==> config.mk <==
export PLATFORM = sky130hd
export DESIGN_NAME = wb_source_select
export DESIGN_NICKNAME = d
export VERILOG_FILES = /design/src/rtl/wb_source_select.sv
export SDC_FILE = /design/constraint.sdc
export NUM_CORES = 1
export LEC_CHECK = 0
export CAP_MARGIN = 15
export CORE_AREA = 2 2 134 136
export DETAILED_ROUTE_END_ITERATION = 8
export DIE_AREA = 0 0 136 138
export GPL_TIMING_DRIVEN = 0
export MAX_ROUTING_LAYER = met4
export PLACE_DENSITY = 0.71
export REMOVE_ABC_BUFFERS = 1
export SYNTH_ARGS = -nofsm -noshare
export SYNTH_HDL_FRONTEND = slang
export SYNTH_SLANG_ARGS = --single-unit
==> constraint.sdc <==
create_clock -name clk -period 4.7 [get_ports clk]
set_input_delay 0.94 -clock clk [delete_from_list [all_inputs] [get_ports clk]]
set_output_delay 0.94 -clock clk [all_outputs]
set_load 0.01 [all_outputs]
==> src/rtl/wb_source_select.sv <==
// Two-entry writeback FIFO that captures one of NUM_SRC source words per request
// and flags requests whose source index is out of range.
module wb_source_select #(
    parameter int DATA_W  = 32,
    parameter int NUM_SRC = 8,
    parameter int SEL_W   = 3,
    parameter int ADDR_W  = 5
) (
    input  logic                        clk,
    input  logic                        reset_n,
    input  logic [NUM_SRC*DATA_W-1:0]   src_data,
    input  logic [SEL_W-1:0]            sel,
    input  logic [ADDR_W-1:0]           in_addr,
    input  logic                        in_valid,
    output logic                        in_ready,
    input  logic                        flush,
    output logic [DATA_W-1:0]           wb_data,
    output logic [ADDR_W-1:0]           wb_addr,
    output logic                        wb_valid,
    input  logic                        wb_ready,
    output logic                        sel_err,
    output logic [7:0]                  err_cnt,
    input  logic                        err_clr
);

    localparam logic [SEL_W:0] NUM_SRC_C = (SEL_W + 1)'(NUM_SRC);

    logic [DATA_W-1:0] mem_data_q [2];
    logic [ADDR_W-1:0] mem_addr_q [2];
    logic              head_q, head_d;
    logic              tail_q, tail_d;
    logic [1:0]        count_q, count_d;
    logic              sel_err_q, sel_err_d;
    logic [7:0]        err_cnt_q, err_cnt_d;

    logic              push;
    logic              pop;
    logic              sel_ok;
    logic [DATA_W-1:0] sel_data;

    assign in_ready = (count_q < 2'd2);
    assign wb_valid = (count_q != 2'd0);
    assign wb_data  = mem_data_q[head_q];
    assign wb_addr  = mem_addr_q[head_q];
    assign sel_err  = sel_err_q;
    assign err_cnt  = err_cnt_q;

    // flush wins over both sides of the FIFO, so neither push nor pop happens on it
    assign push   = in_valid && in_ready && !flush;
    assign pop    = wb_valid && wb_ready && !flush;
    assign sel_ok = ({1'b0, sel} < NUM_SRC_C);

    // Out-of-range indices match no source and fall through to zero
    always_comb begin
        sel_data = '0;
        for (int k = 0; k < NUM_SRC; k++) begin
            if ({1'b0, sel} == (SEL_W + 1)'(k)) begin
                sel_data = src_data[k*DATA_W +: DATA_W];
            end
        end
    end

    always_comb begin
        head_d    = head_q;
        tail_d    = tail_q;
        count_d   = count_q;
        sel_err_d = sel_err_q;
        err_cnt_d = err_cnt_q;

        if (flush) begin
            head_d  = 1'b0;
            tail_d  = 1'b0;
            count_d = 2'd0;
        end else begin
            if (push) tail_d = ~tail_q;
            if (pop)  head_d = ~head_q;
            case ({push, pop})
                2'b10:   count_d = count_q + 2'd1;
                2'b01:   count_d = count_q - 2'd1;
                default: count_d = count_q;
            endcase
        end

        // Clear first so a same-cycle bad push leaves the flag set with a count of one
        if (err_clr) begin
            sel_err_d = 1'b0;
            err_cnt_d = 8'd0;
        end
        if (push && !sel_ok) begin
            sel_err_d = 1'b1;
            if (err_cnt_d != 8'hFF) err_cnt_d = err_cnt_d + 8'd1;
        end
    end

    always_ff @(posedge clk) begin
        if (!reset_n) begin
            head_q    <= 1'b0;
            tail_q    <= 1'b0;
            count_q   <= 2'd0;
            sel_err_q <= 1'b0;
            err_cnt_q <= 8'd0;
            for (int i = 0; i < 2; i++) begin
                mem_data_q[i] <= '0;
                mem_addr_q[i] <= '0;
            end
        end else begin
            head_q    <= head_d;
            tail_q    <= tail_d;
            count_q   <= count_d;
            sel_err_q <= sel_err_d;
            err_cnt_q <= err_cnt_d;
            if (push) begin
                mem_data_q[tail_q] <= sel_data;
                mem_addr_q[tail_q] <= in_addr;
            end
        end
    end

endmodule

# ---- After elaboration in Yosys (flattened, before gate mapping)
# Memory sizes are Yosys's and may differ from the RTL's. A register that Yosys moved wholly into a read port is not among the register bits.
# Cells that the tools add are included.
dict set report totals {
  memories 2
  mem_bits_rw 74
  inputBits 270
  reg_bits 4
  wordCells 54
}
# memory words word_bits read_ports rd_ports_with_merged_regs wr line_no
set mem_list {}
lappend mem_list {mem_data_q 2 32 1 1 2 28} ;# logic [DATA_W-1:0] mem_data_q [2];
lappend mem_list {mem_addr_q 2 5 1 1 2 29} ;# logic [ADDR_W-1:0] mem_addr_q [2];
dict set report op_classes {
  n_bitwise 3
  mux 23
  addsub 2
  eq_ne 9
  n_lt_le_gt_ge 1
  reduce_logical 11
}
# operator count
set ops {}
lappend ops {{two-way mux 32 bit} 9}
lappend ops {{OR reduction 32 bit} 1}
lappend ops {{== test 3 bit (second input constant)} 4}
lappend ops {{two-way mux 1 bit} 12}
lappend ops {{== test 3 x 2 -> 1 bit (second input constant)} 2}
lappend ops {{two-way mux 5 bit} 1}
lappend ops {{OR reduction 5 bit} 1}
lappend ops {{logical AND 1 bit} 4}
lappend ops {{one-hot mux 2 bit (2 select lines)} 1}
lappend ops {{nonzero test 2 bit} 2}
lappend ops {{== test 3 x 1 -> 1 bit (second input constant)} 1}
lappend ops {{zero test 3 bit} 1}
lappend ops {{inverter 1 bit} 3}
lappend ops {{adder 2 x 1 -> 2 bit (second input constant)} 1}
lappend ops {{== test 2 x 1 -> 1 bit (second input constant)} 1}
lappend ops {{== test 2 bit (second input constant)} 1}
lappend ops {{< comparator 2 bit (second input constant)} 1}
lappend ops {{OR reduction 2 bit} 1}
lappend ops {{subtractor 2 x 1 -> 2 bit (second input constant)} 1}
lappend ops {{zero test 1 bit} 1}

# ---- Depth between registers and ports, before layout
# Gate-level depths: netlist (run 1).
dict set report depth {
  depth_word 10
  depth_mapped 7
  mapped_depth_nobuf 7
}

# ---- Worst setup path before layout (run 1)
# No wires, ideal clock.
dict set report synth_timing {
  kind {input-to-reg}
  start {input flush}
  end {memory mem_addr_q[0][0] (enable)}
  t_arrival_ns 3.804
  required_time_ns 4.217
  setup_time_ns 0.483
  cell_stages 3
  setup_slack_ns 0.413
  n_path_buf 0
  cell_sequence {inv_1 > nand3_1 > o21ai_0}
}
# item line_no
set synth_rtl {}
lappend synth_rtl {{start: declaration} 16} ;# input logic flush,
lappend synth_rtl {{end: declaration} 29}

==> results of run 1 <==
==> area by class of cell <==
class / instances / area, um2 / area share, %
repair buffers: 318 / 3320 / 34.7
multi-input cells: 426 / 3290 / 34.4
flip-flops and latches: 79 / 2320 / 24.3
well taps: 229 / 287 / 2.99
clock buffers: 9 / 225 / 2.35
clock inverters: 7 / 87.6 / 0.915
inverters: 9 / 33.8 / 0.353
==> per-layer routing <==
metal	global-route usage [%]	vias up	part of all wire, %
met5	-	-	0
met4	7.51	0	2.4
met3	3.81	42	7.8
met2	38.6	284	50
met1	25.3	2670	40
li1	-	2719	-
==> final timing paths <==
path         depth (start not counted)  slack (ps)                        endpoint
min                                  2         500                       flip-flop
max                                  3        1700                      wb_data[1]
min reg2reg                          2         500                       flip-flop
max reg2reg                          4        2890  mem_data_q[1][1]$_SDFFCE_PN0P_
==> cell usage after synthesis, drive strengths merged (9+ instances only) <==
master	n	share of area, %
buf	43	4.9
o21ai	29	2.4
a21oi	30	2.5
nor2	29	1.9
mux2i	65	11
mux2	87	16
clkbuf	16	1.2
inv	9	0.57
edfxtp	74	37
nand2	36	2.3
nor3	54	4.5
a32o	26	4.4
o22ai	25	2.6
==> worst min-delay path: stages (launching register included) <==
cell and delay [ps]:
dfxtp_1 320, xor2_1 80, nor2_1 70
==> sequential cells by signal (all words and copies together) (netlist names), named ones only <==
register    cells
mem_data_q     64
mem_addr_q     10
head_q          1
count_q         2
tail_q          1
==> power by group through the flow <==
| stage | sequential, mW | combinational, mW | clock (mW) |
|---|---|---|---|
| after CTS | 0.820 | 0.640 | 0.742 |
| final | 0.819 | 0.636 | 0.731 |
| after detailed placement | 0.834 | 0.637 | 0 |
| after global routing | 0.823 | 0.682 | 0.771 |
| after floorplan | 0.835 | 0.231 | 0 |
| after global placement | 0.839 | 0.629 | 0 |
==> cell families (layout without fill, tap and decap cells) <==
logic type                 after synthesis  in the layout
buffers and inverters                   68            343
adders and majority gates                1              1
xor gates and xnor gates                 4              4
DFF                                     79             79
and+or+nand+nor                        133            133
AOI/OAI and AO/OA                      121            121
muxes                                  158            158
other                                    1              9
==> cell usage in the layout (no fill, tap or decap), types with 3 or more instances in the layout <==
| master | instances |
|---|---|
| a21oi_1 | 30 |
| a32o_1 | 26 |
| buf_12 | 4 |
| buf_16 | 6 |
| clkbuf_16 | 9 |
| clkdlybuf4s50_1 | 304 |
| clkinv_2 | 4 |
| conb_1 | 9 |
| dfxtp_1 | 4 |
| edfxtp_1 | 74 |
| inv_1 | 9 |
| mux2_2 | 87 |
| mux2i_1 | 65 |
| mux4_2 | 4 |
| nand2_1 | 34 |
| nor2_1 | 28 |
| nor3_1 | 54 |
| nor4_1 | 3 |
| o211ai_1 | 4 |
| o21ai_0 | 27 |
| o22ai_1 | 25 |
==> metrics.cfg, run 1 <==
[run_status]
status=completed

[detailed_routing]
ant_nets=0
vias_per_cell=5.31
finalWirelength_mm=20.7
drcViolationCount=0
drtIter0Drc=266
drt-pass1-iter-count=5
wl_per_cell_um=19.2
vias=5715

[global_routing]
grt_max_degree=66
grt_pass1_wl_mm=31.2
grt_use_total_pct=22.1
grt_overflow_total=0
grt_antenna_before_repair=0
first_global_vias=5954

[clock_network]
cts_tree=built
clock_latency_ps=330
cts_hold_buf=0
cts_resized=0
path_clk_slew_ps=60
htree_levels=3
clock_sinks=79
clock_path_buffers=2
cts_setup_buffers=0
cts_buffers=9
cts_root_buf=clkbuf_16

[cells_and_area]
drive_gt1_share_pct=15.1
syn2layout_area_growth_pct=61.0
nets=1114
stdcell_count=1077
diodes=0
final_util_pct=54.6
fin_area_mm2=0.00957
n_fill_cell=1584

[setup_path]
r2r_start=count_q[1]$_SDFFE_PP0P_
cpMaxStageDelayCell=dfxtp_2
crit_arrival_ps=2060
end_kind=output pin
crit_buf_inv=2
max_stage_delay_ps=620
crit_path_max_fanout=22
required_ps=3760
path_cells=buf_16, mux2_2, clkdlybuf4s50_1
crit_type=reg2out
worstSetupStartpointType=flip-flop
cp_top_family=buffers and inverters

[placement]
post-dp-hpwl_mm=15.3
pre_cts_ws_ps=1320
place_area_mm2=0.00926
portBuffers=307
place.gp.congestion=0.780
post-place-cells=1061

[synth]
synth-edff-count=74
synth_simple_gate_area_share_pct=10.2
yosysSeqAreaShare_pct=39.0
netlist_instances=565
synth-compound-area-share_pct=13.4
yosys_warnings=0
synth_xor_area_share_pct=0.589
synth_adder_area_share_pct=0.210
synthFlopType=edfxtp_1
synthMuxAreaShare_pct=29.8
ys_ff_latch=79
async_flop_share_pct=0
synth.distinct_cells=38
synth.avg_cell_area_um2=10.5
syn-cell-area_mm2=0.00595
synth_top_family_by_area=multiplexers

[timing]
worst_slew_pin_slew_ps=907
timing.final.crit_period_ps=3000
max_freq_mhz=333
fin_ws_ps=1700
slew_violations=0
finalCritPeriodShare_pct=63.8
worst_hold_slack_ps=501
clock_skew_ps=5.96
setup-violations-final=0
maxSlewHeadroom_pct=39.3
tns_ps=0
report.final.hold_viol_count=0
rsz0062_at_grt=no

[power]
pwr-share-comb_pct=29.1
p_int_mw=1.66
p_leak_nw=3.54
p_switching_mw=0.531
powerDensity_mw_per_mm2=228
p_seq_share_pct=37.5
power.switching_fraction_pct=24.3
pwr-share-clk_pct=33.4
power_mw=2.19
peakVddDrop_mv=0.150

[worst_hold_path]
hold_path_startpoint=head_q$_SDFFE_PP0P_
holdCritPathClass=reg2reg

[die]
io_pins=318
design.die.area_mm2=0.0188
die_w_um=136
coreArea_mm2=0.0175
start_util_pct=33.9
row_count=49
die_h_um=138

[flow_run]
maxCapViolCount=0

Note: power is estimated with default switching activity, not from simulation.
==> run 2: changes to the inputs <==
==> constraint.sdc (replaced) <==
create_clock -name clk -period 3.15 [get_ports clk]
set_input_delay 0.63 -clock clk [delete_from_list [all_inputs] [get_ports clk]]
set_output_delay 0.63 -clock clk [all_outputs]
set_load 0.01 [all_outputs]
==> results of run 2 <==
Same layout as run 1 (identical final DEF). Status: completed.
Among the figures that moved: setup slack after placement 1320 ps -> 75.6 ps; setup slack after layout 1700 ps -> 460 ps; register-to-register setup slack 2890 ps -> 1340 ps; total power 2.19 mW -> 3.26 mW; worst IR drop on VDD 0.150 mV -> 0.224 mV
